$ cat config.mk
export PLATFORM = sky130hd
export DESIGN_NAME = lrc_row_sequencer
export DESIGN_NICKNAME = d
export VERILOG_FILES = /design/src/rtl/lrc_seq_pkg.sv /design/src/rtl/lrc_seq_stats.sv /design/src/rtl/lrc_row_sequencer.sv
export SDC_FILE = /design/constraint.sdc
export NUM_CORES = 1
export LEC_CHECK = 0
export CORE_MARGIN = 2
export CORE_UTILIZATION = 58
export DETAILED_ROUTE_END_ITERATION = 7
export HOLD_SLACK_MARGIN = 0.12
export PLACE_DENSITY_LB_ADDON = 0.25
export SYNTH_ARGS = -nofsm -noshare
export SYNTH_HDL_FRONTEND = slang
export SYNTH_HIERARCHICAL = 1
export SYNTH_SLANG_ARGS = --single-unit
$ cat constraint.sdc
create_clock -name clk -period 5 [get_ports clk]
set_input_delay 1 -clock clk [delete_from_list [all_inputs] [get_ports clk]]
set_output_delay 1 -clock clk [all_outputs]
set_load 0.01 [all_outputs]
$ cat src/rtl/lrc_seq_pkg.sv
// Shared types and constants for the LRC row/frame sequencer.
// Optional flag statistics are enabled with LRC_SEQ_STATS_EN.
package lrc_seq_pkg;

    typedef enum logic [2:0] {
        IDLE,
        ROW_RST,
        FILL,
        DRAIN,
        ROW_END
    } state_e;

    localparam int PIPE_LAT = 22;

    localparam logic [1:0] FLAG_OK   = 2'b00;
    localparam logic [1:0] FLAG_MISM = 2'b01;
    localparam logic [1:0] FLAG_OCCL = 2'b10;

endpackage

$ cat src/rtl/lrc_seq_stats.sv
// Per-frame occlusion / mismatch counters over the qualified output stream.
// Present only when LRC_SEQ_STATS_EN is defined.
module lrc_seq_stats #(
    parameter int CW = 20
) (
    input  logic          clk,
    input  logic          rst,
    input  logic          clr,
    input  logic          inc,
    input  logic [1:0]    flag,
    input  logic          frame_end,
    output logic [CW-1:0] stat_occl,
    output logic [CW-1:0] stat_mism,
    output logic          stat_vld
);
    import lrc_seq_pkg::*;

    logic [CW-1:0] occl_q, occl_d;
    logic [CW-1:0] mism_q, mism_d;
    logic          vld_q, vld_d;

    always_comb begin
        occl_d = occl_q;
        mism_d = mism_q;
        vld_d  = inc && frame_end;
        if (clr) begin
            occl_d = '0;
            mism_d = '0;
        end else if (inc) begin
            unique case (flag)
                FLAG_OCCL: occl_d = occl_q + 1'b1;
                FLAG_MISM: mism_d = mism_q + 1'b1;
                FLAG_OK:   ;
                default:   ;
            endcase
        end
    end

    always_ff @(posedge clk or negedge rst) begin
        if (!rst) begin
            occl_q <= '0;
            mism_q <= '0;
            vld_q  <= 1'b0;
        end else begin
            occl_q <= occl_d;
            mism_q <= mism_d;
            vld_q  <= vld_d;
        end
    end

    assign stat_occl = occl_q;
    assign stat_mism = mism_q;
    assign stat_vld  = vld_q;

endmodule

$ cat src/rtl/lrc_row_sequencer.sv
// Row/frame sequencer for the left-right consistency checker.
// Define LRC_SEQ_STATS_EN to add the per-frame flag statistics outputs.
module lrc_row_sequencer #(
    parameter int DWIDTH   = 16,
    parameter int WWIDTH   = 10,
    parameter int HWIDTH   = 10,
    parameter int PIPE_LAT = lrc_seq_pkg::PIPE_LAT
) (
    input  logic              clk,
    input  logic              rst,
    input  logic              frame_start,
    input  logic [WWIDTH-1:0] cfg_width,
    input  logic [HWIDTH-1:0] cfg_rows,
    input  logic [8:0]        cfg_range,
    input  logic [3:0]        cfg_lrc_param,
    input  logic              in_valid,
    output logic              in_ready,
    input  logic              out_ready,
    input  logic              lrc_valid,
    output logic              lrc_en,
    output logic              lrc_clken,
    output logic              lrc_row_rst_n,
    output logic              lrc_pad,
    output logic [8:0]        lrc_range,
    output logic [3:0]        lrc_param,
    output logic              out_valid,
    output logic              out_last,
    output logic              out_frame_end,
    output logic              busy,
    output logic [HWIDTH-1:0] row_idx
`ifdef LRC_SEQ_STATS_EN
    ,
    input  logic [1:0]               lrc_flag,
    output logic [WWIDTH+HWIDTH-1:0] stat_occl,
    output logic [WWIDTH+HWIDTH-1:0] stat_mism,
    output logic                     stat_vld
`endif
);
    import lrc_seq_pkg::*;

    if (DWIDTH < 9 || PIPE_LAT < 1) begin : g_param_chk
        $error("lrc_row_sequencer: DWIDTH or PIPE_LAT out of range");
    end

    state_e            state_q, state_d;
    logic [WWIDTH-1:0] width_q, width_d;
    logic [WWIDTH-1:0] in_cnt_q, in_cnt_d;
    logic [WWIDTH-1:0] out_cnt_q, out_cnt_d;
    logic [HWIDTH-1:0] rows_q, rows_d;
    logic [HWIDTH-1:0] row_q, row_d;
    logic [8:0]        range_q, range_d;
    logic [3:0]        param_q, param_d;
    logic              en_q, en_d;
    logic              pad_q, pad_d;
    logic              rrst_n_q, rrst_n_d;
    logic              busy_q, busy_d;

    logic start, active, emitting, rdy, advance, ovalid, olast;

    always_comb begin
        state_d   = state_q;
        width_d   = width_q;
        rows_d    = rows_q;
        range_d   = range_q;
        param_d   = param_q;
        row_d     = row_q;
        in_cnt_d  = in_cnt_q;
        out_cnt_d = out_cnt_q;
        rdy       = 1'b0;
        advance   = 1'b0;
        start     = (state_q == IDLE) && frame_start &&
                    (cfg_width != '0) && (cfg_rows != '0);
        active    = (state_q == FILL) || (state_q == DRAIN);
        emitting  = active && lrc_valid && (out_cnt_q < width_q);

        unique case (state_q)
            IDLE: begin
                if (start) begin
                    width_d = cfg_width;
                    rows_d  = cfg_rows;
                    range_d = cfg_range;
                    param_d = cfg_lrc_param;
                    row_d   = '0;
                    state_d = ROW_RST;
                end
            end
            ROW_RST: begin
                in_cnt_d  = '0;
                out_cnt_d = '0;
                state_d   = FILL;
            end
            FILL: begin
                rdy     = out_ready || !emitting;
                advance = in_valid && rdy;
                if (advance) begin
                    in_cnt_d = in_cnt_q + 1'b1;
                    if (in_cnt_q == width_q - 1'b1)
                        state_d = DRAIN;
                end
            end
            DRAIN: begin
                // No advance once the row is complete, so drain adds no extra beat.
                if (out_cnt_q >= width_q)
                    state_d = ROW_END;
                else
                    advance = !emitting || out_ready;
            end
            ROW_END: begin
                if (row_q == rows_q - 1'b1) begin
                    state_d = IDLE;
                end else begin
                    row_d   = row_q + 1'b1;
                    state_d = ROW_RST;
                end
            end
            default: state_d = IDLE;
        endcase

        ovalid = emitting && advance;
        olast  = ovalid && (out_cnt_q == width_q - 1'b1);
        if (ovalid)
            out_cnt_d = out_cnt_q + 1'b1;

        en_d     = (state_d == FILL) || (state_d == DRAIN);
        pad_d    = (state_d == DRAIN);
        rrst_n_d = (state_d != ROW_RST);
        busy_d   = (state_d != IDLE);
    end

    always_ff @(posedge clk or negedge rst) begin
        if (!rst) begin
            state_q   <= IDLE;
            width_q   <= '0;
            rows_q    <= '0;
            range_q   <= '0;
            param_q   <= '0;
            row_q     <= '0;
            in_cnt_q  <= '0;
            out_cnt_q <= '0;
            en_q      <= 1'b0;
            pad_q     <= 1'b0;
            rrst_n_q  <= 1'b1;
            busy_q    <= 1'b0;
        end else begin
            state_q   <= state_d;
            width_q   <= width_d;
            rows_q    <= rows_d;
            range_q   <= range_d;
            param_q   <= param_d;
            row_q     <= row_d;
            in_cnt_q  <= in_cnt_d;
            out_cnt_q <= out_cnt_d;
            en_q      <= en_d;
            pad_q     <= pad_d;
            rrst_n_q  <= rrst_n_d;
            busy_q    <= busy_d;
        end
    end

    assign in_ready      = rdy;
    assign lrc_clken     = advance;
    assign lrc_en        = en_q;
    assign lrc_pad       = pad_q;
    assign lrc_row_rst_n = rrst_n_q;
    assign lrc_range     = range_q;
    assign lrc_param     = param_q;
    assign out_valid     = ovalid;
    assign out_last      = olast;
    assign out_frame_end = olast && (row_q == rows_q - 1'b1);
    assign busy          = busy_q;
    assign row_idx       = row_q;

`ifdef LRC_SEQ_STATS_EN
    lrc_seq_stats #(
        .CW(WWIDTH + HWIDTH)
    ) u_stats (
        .clk       (clk),
        .rst       (rst),
        .clr       (start),
        .inc       (ovalid),
        .flag      (lrc_flag),
        .frame_end (out_frame_end),
        .stat_occl (stat_occl),
        .stat_mism (stat_mism),
        .stat_vld  (stat_vld)
    );
`endif

endmodule

Yosys cells after proc, flatten, opt, wreduce, memory -nomap -nowiden
Cells that the tools add are included.
{"block": "op_classes", "addsub": 5, "n_lt_le_gt_ge": 2, "n_eq_ne": 13, "n_mux": 16, "reduce_logical": 23}
{"cell": "$mux 10", "n": 5}
{"cell": "$pmux 10 s2", "n": 2}
{"cell": "$add 10x1->10 const B", "n": 3}
{"cell": "$eq 10x10->1", "n": 3}
{"cell": "$reduce_bool 10->1", "n": 2}
{"cell": "$sub 10x1->10 const B", "n": 2}
{"cell": "$pmux 3 s5", "n": 1}
{"cell": "$eq 3x2->1 const B", "n": 4}
{"cell": "$mux 3", "n": 4}
{"cell": "$ge 10x10->1", "n": 1}
{"cell": "$lt 10x10->1", "n": 1}
{"cell": "$logic_and 1x1->1", "n": 9}
{"cell": "$reduce_bool 2->1", "n": 3}
{"cell": "$ne 2x2->1 const B", "n": 2}
{"cell": "$reduce_and 2->1", "n": 2}
{"cell": "$eq 3x1->1 const B", "n": 1}
{"cell": "$eq 3x3->1 const B", "n": 1}
{"cell": "$logic_not 3->1", "n": 1}
{"cell": "$logic_or 1x1->1", "n": 3}
{"cell": "$mux 1", "n": 3}
{"cell": "$ne 3x1->1 const B", "n": 1}
{"cell": "$reduce_and 3->1", "n": 1}
{"cell": "$reduce_bool 3->1", "n": 1}
{"cell": "$ne 2x1->1 const B", "n": 1}
{"cell": "2 further kinds", "n": 2}
{"block": "totals", "regBits": 70, "in_bits": 39, "out_inout_bits": 32, "word_cells": 71}

Depth between registers and ports, before layout
{"block": "logic_depth", "word_depth": 11, "depth_mapped": 11, "ltp_nobuf": 10}

Worst setup path before layout
No wires, ideal clock.
{"block": "synth_path", "kind": "register to output", "from": "register width_q[4]", "to": "output out_frame_end", "arrival_ps": 2296, "t_required_ps": 4000, "slack_ps": 1704, "stages_incl_launch_ff": 9, "n_path_buf": 0, "path_cell_list": "dfrtp_1 > inv_1 > ha_1 > and4_1 > o21a_1 > o31ai_1 > nand3_1 > nor3_1 > and2_1"}
{"block": "synth_between", "elab_chain_cells": 9, "word_cells_on_any_way": 13, "cone_classes": "add/sub (1); order compare (2); eq/ne (1); mux (2); reduce/logical (7)"}
{"item": "from (decl)", "line": "lrc_row_sequencer.sv:46", "rtl": "logic [WWIDTH-1:0] width_q, width_d;"}
{"item": "from (signal assigned)", "line": "lrc_row_sequencer.sv:146", "rtl": "width_q <= width_d;"}
{"item": "$lt 10x10->1", "line": "lrc_row_sequencer.sv:74", "rtl": "emitting = active && lrc_valid && (out_cnt_q < width_q);"}
{"item": "$logic_and 1x1->1", "line": "lrc_row_sequencer.sv:74"}
{"item": "$logic_not 1->1", "line": "lrc_row_sequencer.sv:93, lrc_row_sequencer.sv:106"}
{"item": "$logic_or 1x1->1", "line": "lrc_row_sequencer.sv:93, lrc_row_sequencer.sv:106"}
{"item": "$mux 1 / $logic_and 1x1->1 (equally long branches)", "line": "lrc_row_sequencer.sv:103, lrc_row_sequencer.sv:94"}
{"item": "$pmux 1 s2", "line": "lrc_row_sequencer.sv:76", "rtl": "unique case (state_q)"}
{"item": "$logic_and 1x1->1", "line": "lrc_row_sequencer.sv:119", "rtl": "ovalid = emitting && advance;"}
{"item": "$logic_and 1x1->1 (*)", "line": "lrc_row_sequencer.sv:120", "rtl": "olast = ovalid && (out_cnt_q == width_q - 1'b1);"}
{"item": "net out_last", "line": "lrc_row_sequencer.sv:27", "rtl": "output logic out_last,"}
{"item": "$logic_and 1x1->1 (*)", "line": "lrc_row_sequencer.sv:169", "rtl": "assign out_frame_end = olast && (row_q == rows_q - 1'b1);"}
{"item": "to (decl)", "line": "lrc_row_sequencer.sv:28", "rtl": "output logic out_frame_end,"}
The timed path passes the listed nets; every way through them passes the cells marked *.

Worst setup path after layout
{"block": "layout_path", "from": "register width_q[3]", "to": "output out_frame_end"}
{"block": "layout_between", "elab_chain_cells": 9, "word_cells_on_any_way": 13, "cone_classes": "add/sub (1); order compare (2); eq/ne (1); mux (2); reduce/logical (7)"}
{"item": "$lt 10x10->1", "line": "lrc_row_sequencer.sv:74"}
{"item": "$logic_and 1x1->1", "line": "lrc_row_sequencer.sv:74"}
{"item": "$logic_not 1->1", "line": "lrc_row_sequencer.sv:93, lrc_row_sequencer.sv:106"}
{"item": "$logic_or 1x1->1", "line": "lrc_row_sequencer.sv:93, lrc_row_sequencer.sv:106"}
{"item": "$mux 1 / $logic_and 1x1->1 (equally long branches)", "line": "lrc_row_sequencer.sv:103, lrc_row_sequencer.sv:94"}
{"item": "$pmux 1 s2", "line": "lrc_row_sequencer.sv:76"}
{"item": "$logic_and 1x1->1", "line": "lrc_row_sequencer.sv:119"}
{"item": "$logic_and 1x1->1 (*)", "line": "lrc_row_sequencer.sv:120"}
{"item": "$logic_and 1x1->1 (*)", "line": "lrc_row_sequencer.sv:169"}
Mark *: on every way between the ends. The rest lies on a longest branch, timed or not.

==> results.txt <==
* Synthesis-to-finish area growth: 23.61%
* Remaining DRCs: 0
- Worst min-delay path startpoint: lrc_param[3]
- The tightest min-delay check is of the reg -> reg type.
- Kind of cell adding the most delay to the critical path: simple AND/OR/NAND/NOR gates
- Worst hold slack: 483.6 ps
* Clock latency reported for the late side of the worst-skew pair: roughly 350 ps
- Cell Area, Synth: between 0.004 and 0.005 mm2
* Run status: finished clean
- The number of antenna diodes in the final layout is 0.
* CTS Hold Buffers Added: 0
- TritonCTS built the clock tree.
- Pre-CTS setup slack: 1120 ps
* Iteration-0 DRC count of the detailed router: 257
- Worst setup slack for register-to-register paths: approximately 2000 ps
* Tmin final: between 4000 and 5000 ps
- The Yosys step of the flow raised 6 warnings.
- TritonCTS Sinks: 70
- Yosys mapped a number of flops with a built-in enable equal to 0.
- The worst path meets setup with around 690 ps of slack.
- In this run the tightest slew margin relative to its limit is 0.5188.
* Total clock buffers created by CTS: 9
* Final cell area excluding filler cells: 0.005234 mm2
* Arrival @ worst endpoint: 3310 ps
- By startpoint and endpoint, the worst setup path is classified as reg -> out.
- Syn Area/Cell: roughly 8.6 um2
- Synthesis handed over a netlist of a little under 500 instances.
- Routability-driven placement finished with a final weighted congestion of 0.9876.
* Clock Tree Root: sky130_fd_sc_hd__clkbuf_8
- In the final timing run, aggregate negative setup slack is 0 ps.
- Count of endpoints failing hold in the final timing report: 0
- In this design, the stage delay of the slowest critical-path cell is roughly 530 ps.
- Detailed-route via count: 3864
- The first global-routing pass estimated roughly 17000 um of wire.
- Counting flops with an async set or reset pin after synthesis yields a share of 1.000.
* Buffers and inverters on the worst path: 2
- Dividing the detail-routed wire length by the instance count gives approximately 16 um.
- just over 70 I/O pins were placed.
- Summing all placed instances gives a cell area of 0.005015 mm2.
* Post-synthesis register bit count: 70
* Count of port buffers added during placement: 70
- Measured in cells, the most critical reg-to-reg path has a length of 12.
- For this run the aggregate overflow at the end of global routing stands at 0.
* Slew of the pin with the lowest slew margin: approximately 720 ps
- The initialized floorplan defines 31 standard-cell rows.
* Initial antenna violation count: 0
* Fill cell total of the finished layout: 520
- Of the cells placed in the final design, the portion with a size suffix greater than 1 is 0.06217.
- Category of the worst setup path capture point: primary output
* Clock edge transition at the registers on the reported setup and hold paths: 80 ps
* Placeable Area: roughly 0.007 mm2
- Max Clock Freq: between 0.2 and 0.25 GHz
- Traced cell by cell, the critical path runs through inv_1, ha_1, a211oi_1, nor2_1, o31ai_1, nand3_1, nor3_1, and2_1, clkdlybuf4s50_1.
- The die covers between 0.007 and 0.008 mm2.
- Post-Synthesis Net Count: ~540
- STA classifies the critical path startpoint as a flip-flop.
* Number of different library cells in the post-synthesis netlist: approximately 60
- Number of pins exceeding their max-slew limit in the final report: 0
* Number of setup buffers added after CTS: 0
- Portion of the post-synthesis area used by sequential elements: 0.4140
- VDD sags by at most 0.1427 mV.
* Die width: 89.44 um
- Wires add up to 10470 um.
- Once detailed placement completed, the half-perimeter wirelength came to approximately 7600 um.
- Entering global routing, the biggest net connects 39 pins.
- In this run the worst setup path terminates at out_frame_end.
- Among all flip-flop cells after synthesis, the most frequent one is sky130_fd_sc_hd__dfrtp_1.
* Utilization after layout: 0.7294
* Worst setup startpoint: width_q[3]
* Start of the worst register-to-register path: width_q[3]
- For this configuration, the core starts out at a cell density of 0.5901.
- Maximum clock skew at final layout: about 11 ps
* Chip height: approximately 89 um
- The via count of the first global-routing pass was approximately 3400.
* Antenna-violating nets left: 0
- Setup repair after global routing left no endpoint under its margin.
- The clock passes through at most 2 buffers.
* Worst path depth: 9
- The tool flagged a number of max-cap violations equal to 0.
- Dividing total power by cell area gives a power density of roughly 250 mW/mm2.
- For this run, the detailed router's first-pass iteration total came to 5.
* Overall fraction of global-route tracks in use: 0.2697
- Reg2reg end: out_cnt_q[9]
- Count of H-tree levels built during CTS: 3
* Max FO, Critical Path: 5
* Cell leakage power: around 2.3 nW
- After clock tree synthesis, the repair step resized 0 gates.
- Share of the cycle needed by the critical path after routing: 0.8620
- Total setup violations reported at the end of the flow: 0
- Net count reported at finish: between 600 and 700
* Required arrival time at the worst endpoint: 4000 ps
- Slowest stage cell, crit path: sky130_fd_sc_hd__clkdlybuf4s50_1
- In the routed layout, each cell is associated on average with a via count of 5.837.
-- power by group --
group / total (mW) / internal [mW] / switching (mW)
registers: 0.644 / 0.594 / 0.0507
logic: 0.157 / 0.0846 / 0.0727
clock network: 0.509 / 0.283 / 0.227
-- synth_stat cells, drive strengths merged, types with 7 or more instances --
library cell | number | area, um2
nand2 | 101 | 379.1
dfrtp | 69 | 1727
o21ai | 41 | 209.0
xnor2 | 30 | 262.8
nor2 | 29 | 111.4
clkbuf | 15 | 56.30
ha | 15 | 187.7
inv | 15 | 56.30
nand4 | 15 | 93.84
xor2 | 15 | 131.4
and3 | 14 | 87.58
nand3 | 14 | 75.07
nor3 | 11 | 60.06
or3 | 11 | 68.82
a21oi | 10 | 50.05
nor4 | 9 | 62.56
nor2b | 7 | 43.79
o31ai | 7 | 52.55
-- how the worst min path moves through the flow --
stage | slack [ps] | cells past startpoint | endpoint
global route | 500 | 2 | lrc_range[3]
floorplan | 470 | 2 | rows_q[9]
detailed placement | 460 | 2 | lrc_param[1]
CTS | 490 | 2 | lrc_range[1]
finish | 480 | 2 | lrc_param[3]
global placement | 460 | 2 | lrc_range[0]
-- worst min-delay path, stage by stage, from the launching register on --
cell and delay [ps]:
sky130_fd_sc_hd__dfrtp_1 350, sky130_fd_sc_hd__nand2_1 50, sky130_fd_sc_hd__nand2_1 60
-- cell families after synthesis --
logic type               count (synthesis)  synth area share
AO/OA/AOI/OAI                           84            0.1238
multiplexers                             1          0.002364
buffers and inverters                   36           0.03575
flip-flops                              70            0.4140
adder cells (fa/ha/maj)                 15           0.04433
XOR/XNOR                                46           0.09840
AND/OR/NAND/NOR                        238            0.2813
-- cells in the final DEF, fill, tap and decap left out, drive strengths merged, types with 2 or more instances in the layout --
master and instances:
a2111oi 2, a211oi 2, a21oi 10, a31o 2, a31oi 4, and2 6
and3 14, and4 2, buf 8, bufinv 2, clkbuf 9, clkdlybuf4s50 69
clkinv 3, dfrtp 69, ha 15, inv 17, nand2 101, nand2b 2
nand3 14, nand3b 3, nand4 15, nand4b 2, nor2 29, nor2b 7
nor3 11, nor3b 4, nor4 9, nor4b 2, o211ai 5, o21a 2
o21ai 41, o31ai 7, or3 11, or4 3, xnor2 30, xor2 15
-- area by class of cell --
class	count	area, um2	area share
sequential	70	1753	0.3349
clock buffer	9	123.9	0.02367
timing repair buffer	77	748.2	0.1430
clock inverter	7	95.09	0.01817
inverter	16	60.06	0.01148
multi-input combinational	384	2330	0.4451
tap	99	123.9	0.02367
-- layer usage --
layer | up-vias | track usage | routed length, um
met5 | - | 0 | 0
met4 | 0 | 0.07598 | 117
met3 | 11 | 0.04894 | 666
met2 | 145 | 0.4114 | 4727
met1 | 1856 | 0.3948 | 4961
li1 | 1852 | - | -
-- registers in the layout, summed over array words and instances, names as in the netlist --
register,cells
width_q,10
state_q,3
busy,1
rows_q,10
in_cnt_q,10
out_cnt_q,10
lrc_row_rst_n,1
lrc_range,9
row_idx,10
lrc_pad,1
lrc_en,1
lrc_param,4
-- metrics by stage --
stage | power (mW) | cells
2_1_floorplan | 0.7258 | 490
3_3_place_gp | 0.8017 | 646
3_5_place_dp | 0.8062 | 646
4_1_cts | 1.316 | 662
5_1_grt | 1.367 | 662
6_report | 1.311 | 662
Power figures use the tool's default switching activity.
